`config.mk`:
```
export PLATFORM = sky130hd
export DESIGN_NAME = sd_path_arbiter_flat
export DESIGN_NICKNAME = d
export VERILOG_FILES = /design/src/rtl/sd_path_arbiter_pkg.sv /design/src/rtl/sd_path_arbiter_if.sv /design/src/rtl/sd_path_arbiter_pulse_stretch.sv /design/src/rtl/sd_path_arbiter.sv /design/src/flat_wrapper.sv
export SDC_FILE = /design/constraint.sdc
export NUM_CORES = 1
export LEC_CHECK = 0
export CELL_PAD_IN_SITES_DETAIL_PLACEMENT = 0
export CELL_PAD_IN_SITES_GLOBAL_PLACEMENT = 1
export CORE_ASPECT_RATIO = 1.2
export CORE_MARGIN = 2
export CORE_UTILIZATION = 41
export DETAILED_ROUTE_END_ITERATION = 6
export GPL_ROUTABILITY_DRIVEN = 1
export HOLD_SLACK_MARGIN = 0.02
export PLACE_DENSITY_LB_ADDON = 0.1
export SETUP_SLACK_MARGIN = 0.3
export SYNTH_ARGS = -nofsm -noshare
export SYNTH_HDL_FRONTEND = slang
export SYNTH_SLANG_ARGS = --single-unit
```
`constraint.sdc`:
```
create_clock -name clk_sys -period 4.47 [get_ports clk_sys]
set_clock_uncertainty 0.1 [all_clocks]
set_input_delay 1.1175 -clock clk_sys [delete_from_list [all_inputs] [get_ports clk_sys]]
set_output_delay 1.1175 -clock clk_sys [all_outputs]
set_load 0.02 [all_outputs]
```
`src/rtl/sd_path_arbiter_pkg.sv`:
```
// Shared types and default timing constants for the SD card path arbiter.
// Counter widths bound the legal range of each timing parameter.
package sd_path_pkg;

  typedef enum logic [1:0] {
    S_RUN   = 2'd0,
    S_DRAIN = 2'd1,
    S_GAP   = 2'd2
  } sd_state_e;

  localparam int IDLE_CYCLES_DEF = 64;
  localparam int GAP_CYCLES_DEF  = 16;
  localparam int LED_HOLD_DEF    = 1_000_000;

  localparam int IDLE_W = 16;
  localparam int GAP_W  = 8;
  localparam int LED_W  = 24;

endpackage

```
`src/rtl/sd_path_arbiter_if.sv`:
```
// Host, virtual-emulator and physical-card SPI lines plus mount/status signals.
// The slave modport is the arbiter's view; the master modport is the surrounding system.
interface sd_path_arbiter_if;

  logic        img_mounted;
  logic [31:0] img_size;

  logic spi_ss;
  logic spi_sck;
  logic spi_mosi;
  logic spi_miso;

  logic vsd_ss;
  logic vsd_sck;
  logic vsd_mosi;
  logic vsd_miso;

  logic SD_CS;
  logic SD_SCK;
  logic SD_MOSI;
  logic SD_MISO;

  logic vsd_sel;
  logic busy;
  logic led_act;

  modport slave (
    input  img_mounted, img_size,
    input  spi_ss, spi_sck, spi_mosi,
    output spi_miso,
    output vsd_ss, vsd_sck, vsd_mosi,
    input  vsd_miso,
    output SD_CS, SD_SCK, SD_MOSI,
    input  SD_MISO,
    output vsd_sel, busy, led_act
  );

  modport master (
    output img_mounted, img_size,
    output spi_ss, spi_sck, spi_mosi,
    input  spi_miso,
    input  vsd_ss, vsd_sck, vsd_mosi,
    output vsd_miso,
    input  SD_CS, SD_SCK, SD_MOSI,
    output SD_MISO,
    input  vsd_sel, busy, led_act
  );

endinterface

```
`src/rtl/sd_path_arbiter_pulse_stretch.sv`:
```
// Retriggerable down-counter that stretches short activity pulses for an LED.
module pulse_stretch #(
  parameter int HOLD  = 1_000_000,
  parameter int CNT_W = 24
) (
  input  logic clk_sys,
  input  logic reset,
  input  logic trig,
  output logic active
);

  localparam logic [CNT_W-1:0] HOLD_LOAD = CNT_W'(HOLD);

  logic [CNT_W-1:0] cnt;

  // Reload on every trigger cycle, otherwise count down and park at zero.
  always_ff @(posedge clk_sys) begin
    if (reset) begin
      cnt <= '0;
    end else if (trig) begin
      cnt <= HOLD_LOAD;
    end else if (cnt != '0) begin
      cnt <= cnt - CNT_W'(1);
    end
  end

  assign active = (cnt != '0);

endmodule

```
`src/rtl/sd_path_arbiter.sv`:
```
// Routes the host SPI port to either the physical SD card or the virtual image
// emulator, switching only after the host bus has been idle and with a dead gap.
module sd_path_arbiter
  import sd_path_pkg::*;
#(
  parameter int IDLE_CYCLES = IDLE_CYCLES_DEF,
  parameter int GAP_CYCLES  = GAP_CYCLES_DEF,
  parameter int LED_HOLD    = LED_HOLD_DEF
) (
  input  logic                 clk_sys,
  input  logic                 reset,
  sd_path_arbiter_if.slave     sd
);

  localparam logic [IDLE_W-1:0] IDLE_LIM  = IDLE_W'(IDLE_CYCLES);
  localparam logic [IDLE_W-1:0] IDLE_LAST = IDLE_W'(IDLE_CYCLES - 1);
  localparam logic [GAP_W-1:0]  GAP_LOAD  = GAP_W'(GAP_CYCLES);

  sd_state_e         state, state_nxt;
  logic              sel, sel_nxt;
  logic              target, target_nxt;
  logic [IDLE_W-1:0] idle_cnt, idle_nxt;
  logic [GAP_W-1:0]  gap_cnt, gap_nxt;

  logic in_gap;
  logic route_vsd;
  logic route_phy;
  logic led_trig;

  always_ff @(posedge clk_sys) begin
    if (reset) begin
      state    <= S_RUN;
      sel      <= 1'b0;
      target   <= 1'b0;
      idle_cnt <= '0;
      gap_cnt  <= '0;
    end else begin
      state    <= state_nxt;
      sel      <= sel_nxt;
      target   <= target_nxt;
      idle_cnt <= idle_nxt;
      gap_cnt  <= gap_nxt;
    end
  end

  // The most recent mount strobe always wins, whatever the switch progress.
  always_comb begin
    state_nxt  = state;
    sel_nxt    = sel;
    idle_nxt   = '0;
    gap_nxt    = '0;
    target_nxt = sd.img_mounted ? (sd.img_size != 32'd0) : target;

    case (state)
      S_RUN: begin
        if (target != sel) begin
          state_nxt = S_DRAIN;
        end
      end

      // Any host select restarts the idle window, so a transaction is never split.
      S_DRAIN: begin
        if (sd.spi_ss) begin
          if (idle_cnt >= IDLE_LAST) begin
            state_nxt = S_GAP;
            idle_nxt  = IDLE_LIM;
            gap_nxt   = GAP_LOAD;
          end else begin
            idle_nxt = idle_cnt + IDLE_W'(1);
          end
        end
      end

      S_GAP: begin
        if (gap_cnt <= GAP_W'(1)) begin
          state_nxt = S_RUN;
          sel_nxt   = target;
        end else begin
          gap_nxt = gap_cnt - GAP_W'(1);
        end
      end

      default: begin
        state_nxt = S_RUN;
      end
    endcase
  end

  assign in_gap    = (state == S_GAP);
  assign route_vsd = !in_gap && sel;
  assign route_phy = !in_gap && !sel;

  // Pure muxing on registered state keeps both directions free of latency.
  assign sd.vsd_ss   = route_vsd ? sd.spi_ss   : 1'b1;
  assign sd.vsd_sck  = route_vsd ? sd.spi_sck  : 1'b0;
  assign sd.vsd_mosi = route_vsd ? sd.spi_mosi : 1'b0;

  assign sd.SD_CS    = route_phy ? sd.spi_ss   : 1'b1;
  assign sd.SD_SCK   = route_phy ? sd.spi_sck  : 1'b0;
  assign sd.SD_MOSI  = route_phy ? sd.spi_mosi : 1'b0;

  assign sd.spi_miso = in_gap ? 1'b1 : (sel ? sd.vsd_miso : sd.SD_MISO);

  assign sd.vsd_sel  = sel;
  assign sd.busy     = (state != S_RUN);

  assign led_trig = !in_gap && !sd.spi_ss;

  pulse_stretch #(
    .HOLD  (LED_HOLD),
    .CNT_W (LED_W)
  ) u_led (
    .clk_sys (clk_sys),
    .reset   (reset),
    .trig    (led_trig),
    .active  (sd.led_act)
  );

endmodule

```
`src/flat_wrapper.sv`:
```
// flat-port wrapper written by rule: the top's interface ports become plain ports
module sd_path_arbiter_flat import sd_path_pkg::*;
#(
  parameter int IDLE_CYCLES = IDLE_CYCLES_DEF,
  parameter int GAP_CYCLES  = GAP_CYCLES_DEF,
  parameter int LED_HOLD    = LED_HOLD_DEF
)
  (clk_sys, reset, sd_img_mounted, sd_img_size, sd_spi_ss, sd_spi_sck, sd_spi_mosi, sd_spi_miso, sd_vsd_ss, sd_vsd_sck, sd_vsd_mosi, sd_vsd_miso, sd_SD_CS, sd_SD_SCK, sd_SD_MOSI, sd_SD_MISO, sd_vsd_sel, sd_busy, sd_led_act);
  sd_path_arbiter_if sd_i ();
  input  logic clk_sys;
  input  logic reset;
  input wire logic [$bits(sd_i.img_mounted)-1:0] sd_img_mounted;
  input wire logic [$bits(sd_i.img_size)-1:0] sd_img_size;
  input wire logic [$bits(sd_i.spi_ss)-1:0] sd_spi_ss;
  input wire logic [$bits(sd_i.spi_sck)-1:0] sd_spi_sck;
  input wire logic [$bits(sd_i.spi_mosi)-1:0] sd_spi_mosi;
  output wire logic [$bits(sd_i.spi_miso)-1:0] sd_spi_miso;
  output wire logic [$bits(sd_i.vsd_ss)-1:0] sd_vsd_ss;
  output wire logic [$bits(sd_i.vsd_sck)-1:0] sd_vsd_sck;
  output wire logic [$bits(sd_i.vsd_mosi)-1:0] sd_vsd_mosi;
  input wire logic [$bits(sd_i.vsd_miso)-1:0] sd_vsd_miso;
  output wire logic [$bits(sd_i.SD_CS)-1:0] sd_SD_CS;
  output wire logic [$bits(sd_i.SD_SCK)-1:0] sd_SD_SCK;
  output wire logic [$bits(sd_i.SD_MOSI)-1:0] sd_SD_MOSI;
  input wire logic [$bits(sd_i.SD_MISO)-1:0] sd_SD_MISO;
  output wire logic [$bits(sd_i.vsd_sel)-1:0] sd_vsd_sel;
  output wire logic [$bits(sd_i.busy)-1:0] sd_busy;
  output wire logic [$bits(sd_i.led_act)-1:0] sd_led_act;
  assign sd_i.img_mounted = sd_img_mounted;
  assign sd_i.img_size = sd_img_size;
  assign sd_i.spi_ss = sd_spi_ss;
  assign sd_i.spi_sck = sd_spi_sck;
  assign sd_i.spi_mosi = sd_spi_mosi;
  assign sd_spi_miso = sd_i.spi_miso;
  assign sd_vsd_ss = sd_i.vsd_ss;
  assign sd_vsd_sck = sd_i.vsd_sck;
  assign sd_vsd_mosi = sd_i.vsd_mosi;
  assign sd_i.vsd_miso = sd_vsd_miso;
  assign sd_SD_CS = sd_i.SD_CS;
  assign sd_SD_SCK = sd_i.SD_SCK;
  assign sd_SD_MOSI = sd_i.SD_MOSI;
  assign sd_i.SD_MISO = sd_SD_MISO;
  assign sd_vsd_sel = sd_i.vsd_sel;
  assign sd_busy = sd_i.busy;
  assign sd_led_act = sd_i.led_act;
  sd_path_arbiter #(.IDLE_CYCLES(IDLE_CYCLES), .GAP_CYCLES(GAP_CYCLES), .LED_HOLD(LED_HOLD)) u_core (.clk_sys(clk_sys), .reset(reset), .sd(sd_i));
endmodule
```
# Word level (Yosys, flattened, before mapping)
# Index checks and enable logic that the tools add are counted.
# word_totals
out_inout_bits	10
inputBits	40
reg_bits	52
word_cells	58
# op_classes
n_mux	20
n_bitwise	2
add_sub_neg	3
n_lt_le_gt_ge	2
eq_ne	7
reduce_logical	16
# ops
op	count
20-bit 2-to-1 mux	2
32-bit nonzero test	1
24-bit nonzero test	1
24-bit by 1-bit subtractor with 24-bit output, second input constant	1
16-bit by 1-bit adder with 16-bit output, second input constant	1
16-bit by 6-bit greater-or-equal comparator with 1-bit output, second input constant	1
8-bit 2-to-1 mux	2
8-bit case mux with 2 select lines	1
8-bit by 1-bit <= comparator with 1-bit output, second input constant	1
1-bit 2-to-1 mux	8
2-bit 2-to-1 mux	4
8-bit by 1-bit subtractor with 8-bit output, second input constant	1
7-bit 2-to-1 mux	1
2-bit case mux with 3 select lines	1
5-bit 2-to-1 mux	1
2-bit by 1-bit inequality test with 1-bit output, second input constant	2
2-bit inequality test, second input constant	2
4-bit AND reduction	1
2-bit nonzero test	2
4-bit OR reduction	1
1-bit logical AND	3
1-bit zero test	3
3-bit OR reduction	1
2-bit by 1-bit equality test with 1-bit output, second input constant	1
6 further kinds	7

# Depth between registers and ports, before layout
# logic_depth
ltp_word	4
mapped_depth	8
ltp_nobuf	8

# By module
# A second synthesis with hierarchy kept.
# unflattened
cells_unflattened	270
hier_area_um2	2497.4
# modules_own_cells
module	seq_area_each_um2	area_each_um2	cells_per_inst	n_inst
pulse_stretch	480.5	1267.5	139	1
sd_path_arbiter	560.5	1229.9	131	1

# Least setup slack after synthesis
# OpenSTA, ideal clock, no wires.
# synth_path
kind	register to output
from	reg u_core.u_led.cnt[2]
to	out sd_led_act
required_ps	3253
arrival_time_ps	1956
slack_ps	1296
n_path_buf	0
path_stages_with_launch	5
path_cell_list	dfxtp_1 -> or4_4 -> nor4_1 -> and2_2 -> inv_1
# synth_via
elab_chain_len	1
# synth_lines
item	line_no	text
start: declaration	sd_path_arbiter_pulse_stretch.sv:14	logic [CNT_W-1:0] cnt;
start signal: assignment	sd_path_arbiter_pulse_stretch.sv:23	cnt <= cnt - CNT_W'(1);
24-bit nonzero test	sd_path_arbiter_pulse_stretch.sv:27	assign active = (cnt != '0);
end: declaration	flat_wrapper.sv:28	output wire logic [$bits(sd_i.led_act)-1:0] sd_led_act;
# No other way between the ends.

# Worst setup path after layout
# layout_path
from	reg u_core.u_led.cnt[0]
to	out sd_led_act
# Same word-level chain as after synthesis.

==> metrics <==
status complete, no violations; Final setup viols 0; FF/Latch Area 0.00104 mm²; CTS tree done; clk sink count 52; critical path type flip-flop to output port; crit path DAT 2.67 ns; Highest Clock Rate 257 MHz; die height 88.3 µm; chip width 74.2 µm; DRT Pass-1 Iters 4; period utilization 86.9%; top-count cell post-synth dfxtp_1; Synth Warn # 0; Root Buffer clkbuf_8; clk_lat worst skew 0.30 ns; final global-route overflow total 0; fin nets 377; Final Util 54.5%; DRT antenna net count 0; # fillers 560; drt drc 0; RePlAce Congestion 0.840; H-tree levels 2; ys flop type dfxtp_1; number of global-route vias before repair 2064; slowest cell on the critical path or4b_2; cts repair resizes 0; leading area contributor after synthesis dfxtp_1; CP Data Required Time 3.25 ns; FP Rows 30; DR vias/cell 5.09; Die ar. 0.00655 mm²; sw frac 38.7%; Worst setup SP type flip-flop; final setup TNS 0 ns; Psw 0.619 mW; hold-fix buffer count after cts 0; Int Power 0.982 mW; # diodes 0; sequential power share 37.8%; syn avg cell area 8.92 µm²; RSZ-0062 raised after global routing false; Post-CTS Setup Repair Bufs 0; Comb pwr share 44.5%; cell total after placement 402; Initial Util 42.5%; Post-synth ARST share 0%; Post-synth EDFFs 0; largest net degree at the start of global routing 18; most used cell, CP inv_1; max incr delay on CP 0.61 ns; routed via count 2086; GRT Overall Usage 18.1%; Slew @ Worst Pin 0.745 ns; critical path fanouts, max 5; Critical Path End Type output port; Routed WL per cell 13.1 µm; area of the multi-input gates 0.00132 mm²; Post-Syn Area 0.00243 mm²; synth cell count leaders dfxtp_1, nor2_1, nor4_1; DP HPWL 4140 µm; critical-path cell list inv_1 -> ha_1 -> or4b_2 -> nor4_1 -> and2_2 -> inv_1 -> clkdlybuf4s50_1; non-filler cells in the finished layout 410; Pwr Total 1.60 mW; Synth area leaders dfxtp_1, nor2_1, xnor2_1; initial antenna violation count 0; Synth Register Bits 52; Core Area 0.00571 mm²; hold crit path type flip-flop to flip-flop; Area growth, synth to finish 28.3%; post-route design area 0.00311 mm²; post-synth cell types 45; port buffer count 49; worst-case clock buffer depth 2; pwr dens 515 mW/mm²; Seq/Total Area, Yosys 42.9%; Fin. Hold Viols 0; # IOs 50; Max Cap Viol 0; Leak 1.19 nW; top cell type's share of synthesized area 42.9%; layout cell share with drive strength beyond 1 6.67%; max_slew headroom 49.9%; total CTS buffers 5; Clock power frac 17.7%; max-slew violation count 0; first-pass GRT wire length 9220 µm; DRT iter0 DRCs 64; dpl cell area 0.00302 mm²; Mapped Cells 272; Max IR drop VDD 228 µV; Clock Pin Slew Worst Setup and Hold Paths 0.10 ns; drt total wl 5350 µm; Final Critical Period 3.88 ns
-- cell type report --
cell class | instances | share of cell area, %
multi-input combinational | 206 | 42.4
sequential | 52 | 33.5
timing repair buffer | 51 | 16.2
tap | 80 | 3.22
clock buffer | 6 | 2.65
inverter | 13 | 1.57
clock inverter | 2 | 0.442
-- worst max-delay path, delay by kind of cell, from the launching register on --
family / cells / cell delay, ns
adder cells (fa/ha/maj): 1 / 0.15
buffers and inverters: 3 / 0.74
flip-flops: 1 / 0.35
AND/OR/NAND/NOR: 3 / 1.12
-- sequential cells by signal, summed over array words and instances, names as in the netlist --
| signal | count |
|---|---|
| u_core.target | 1 |
| u_core.state | 2 |
| u_core.gap_cnt | 8 |
| u_core.sd.vsd_sel | 1 |
| u_core.idle_cnt | 16 |
| u_core.u_led.cnt | 24 |
-- logic make-up after synthesis --
family / share of synthesized area [%]
buffers and inverters: 3.92
muxes: 0.825
and+or+nand+nor: 27.9
xor gates and xnor gates: 10.5
DFF: 42.9
AOI/OAI and AO/OA: 9.70
other: 0.155
adders and majority gates: 4.13
-- per-stage QoR --
stage                     worst slack (ns)  hold WS, ns
final                                0.586        0.357
after global routing                 0.397        0.395
after CTS                            0.564        0.362
after detailed placement             0.752        0.343
after global placement               0.772        0.333
after floorplan                       1.30        0.318
-- metal layers --
layer  track usage (%)  up-vias  share of wire, %
li1                  -     1075                 -
met1              20.4      946                41
met2              33.3       56                53
met3              3.76        9               4.4
met4              6.66        0               1.8
met5                 0        -                 0
-- path summary, 6_finish.rpt --
check	from	end	slack, ns	depth (start not counted)
max	u_core.u_led.cnt[0]	sd_led_act	0.59	7
max reg2reg	u_core.u_led.cnt[0]	u_core.u_led.cnt[7]	1.84	7
min	u_core.idle_cnt[0]	u_core.idle_cnt[0]	0.36	1
min reg2reg	u_core.idle_cnt[0]	u_core.idle_cnt[0]	0.36	1
-- power by group through the flow --
stage | clock, mW | sequential [mW] | combinational (mW)
final | 0.284 | 0.605 | 0.712
after global routing | 0.315 | 0.617 | 0.788
after CTS | 0.299 | 0.605 | 0.712
after detailed placement | 0 | 0.615 | 0.708
after global placement | 0 | 0.613 | 0.707
after floorplan | 0 | 0.597 | 0.527
-- cells in the final DEF, fill, tap and decap left out, types with 3 or more instances in the layout --
cell type and count:
xnor2_1 16, dfxtp_1 52, nor2_1 44, o21ai_0 4, nor3_1 9, a31oi_1 3
clkbuf_8 6, a21oi_1 8, nand2_1 10, nand3_1 5, o211ai_1 3, nand4_1 8
conb_1 9, xor2_1 13, or2_2 4, clkdlybuf4s50_1 49, or3_1 5, a2111oi_0 4
inv_1 13, or4_1 4, nor4_1 17, ha_1 8, a211oi_1 3, nor3b_1 3
No activity file was read; power rests on OpenSTA's default activity.
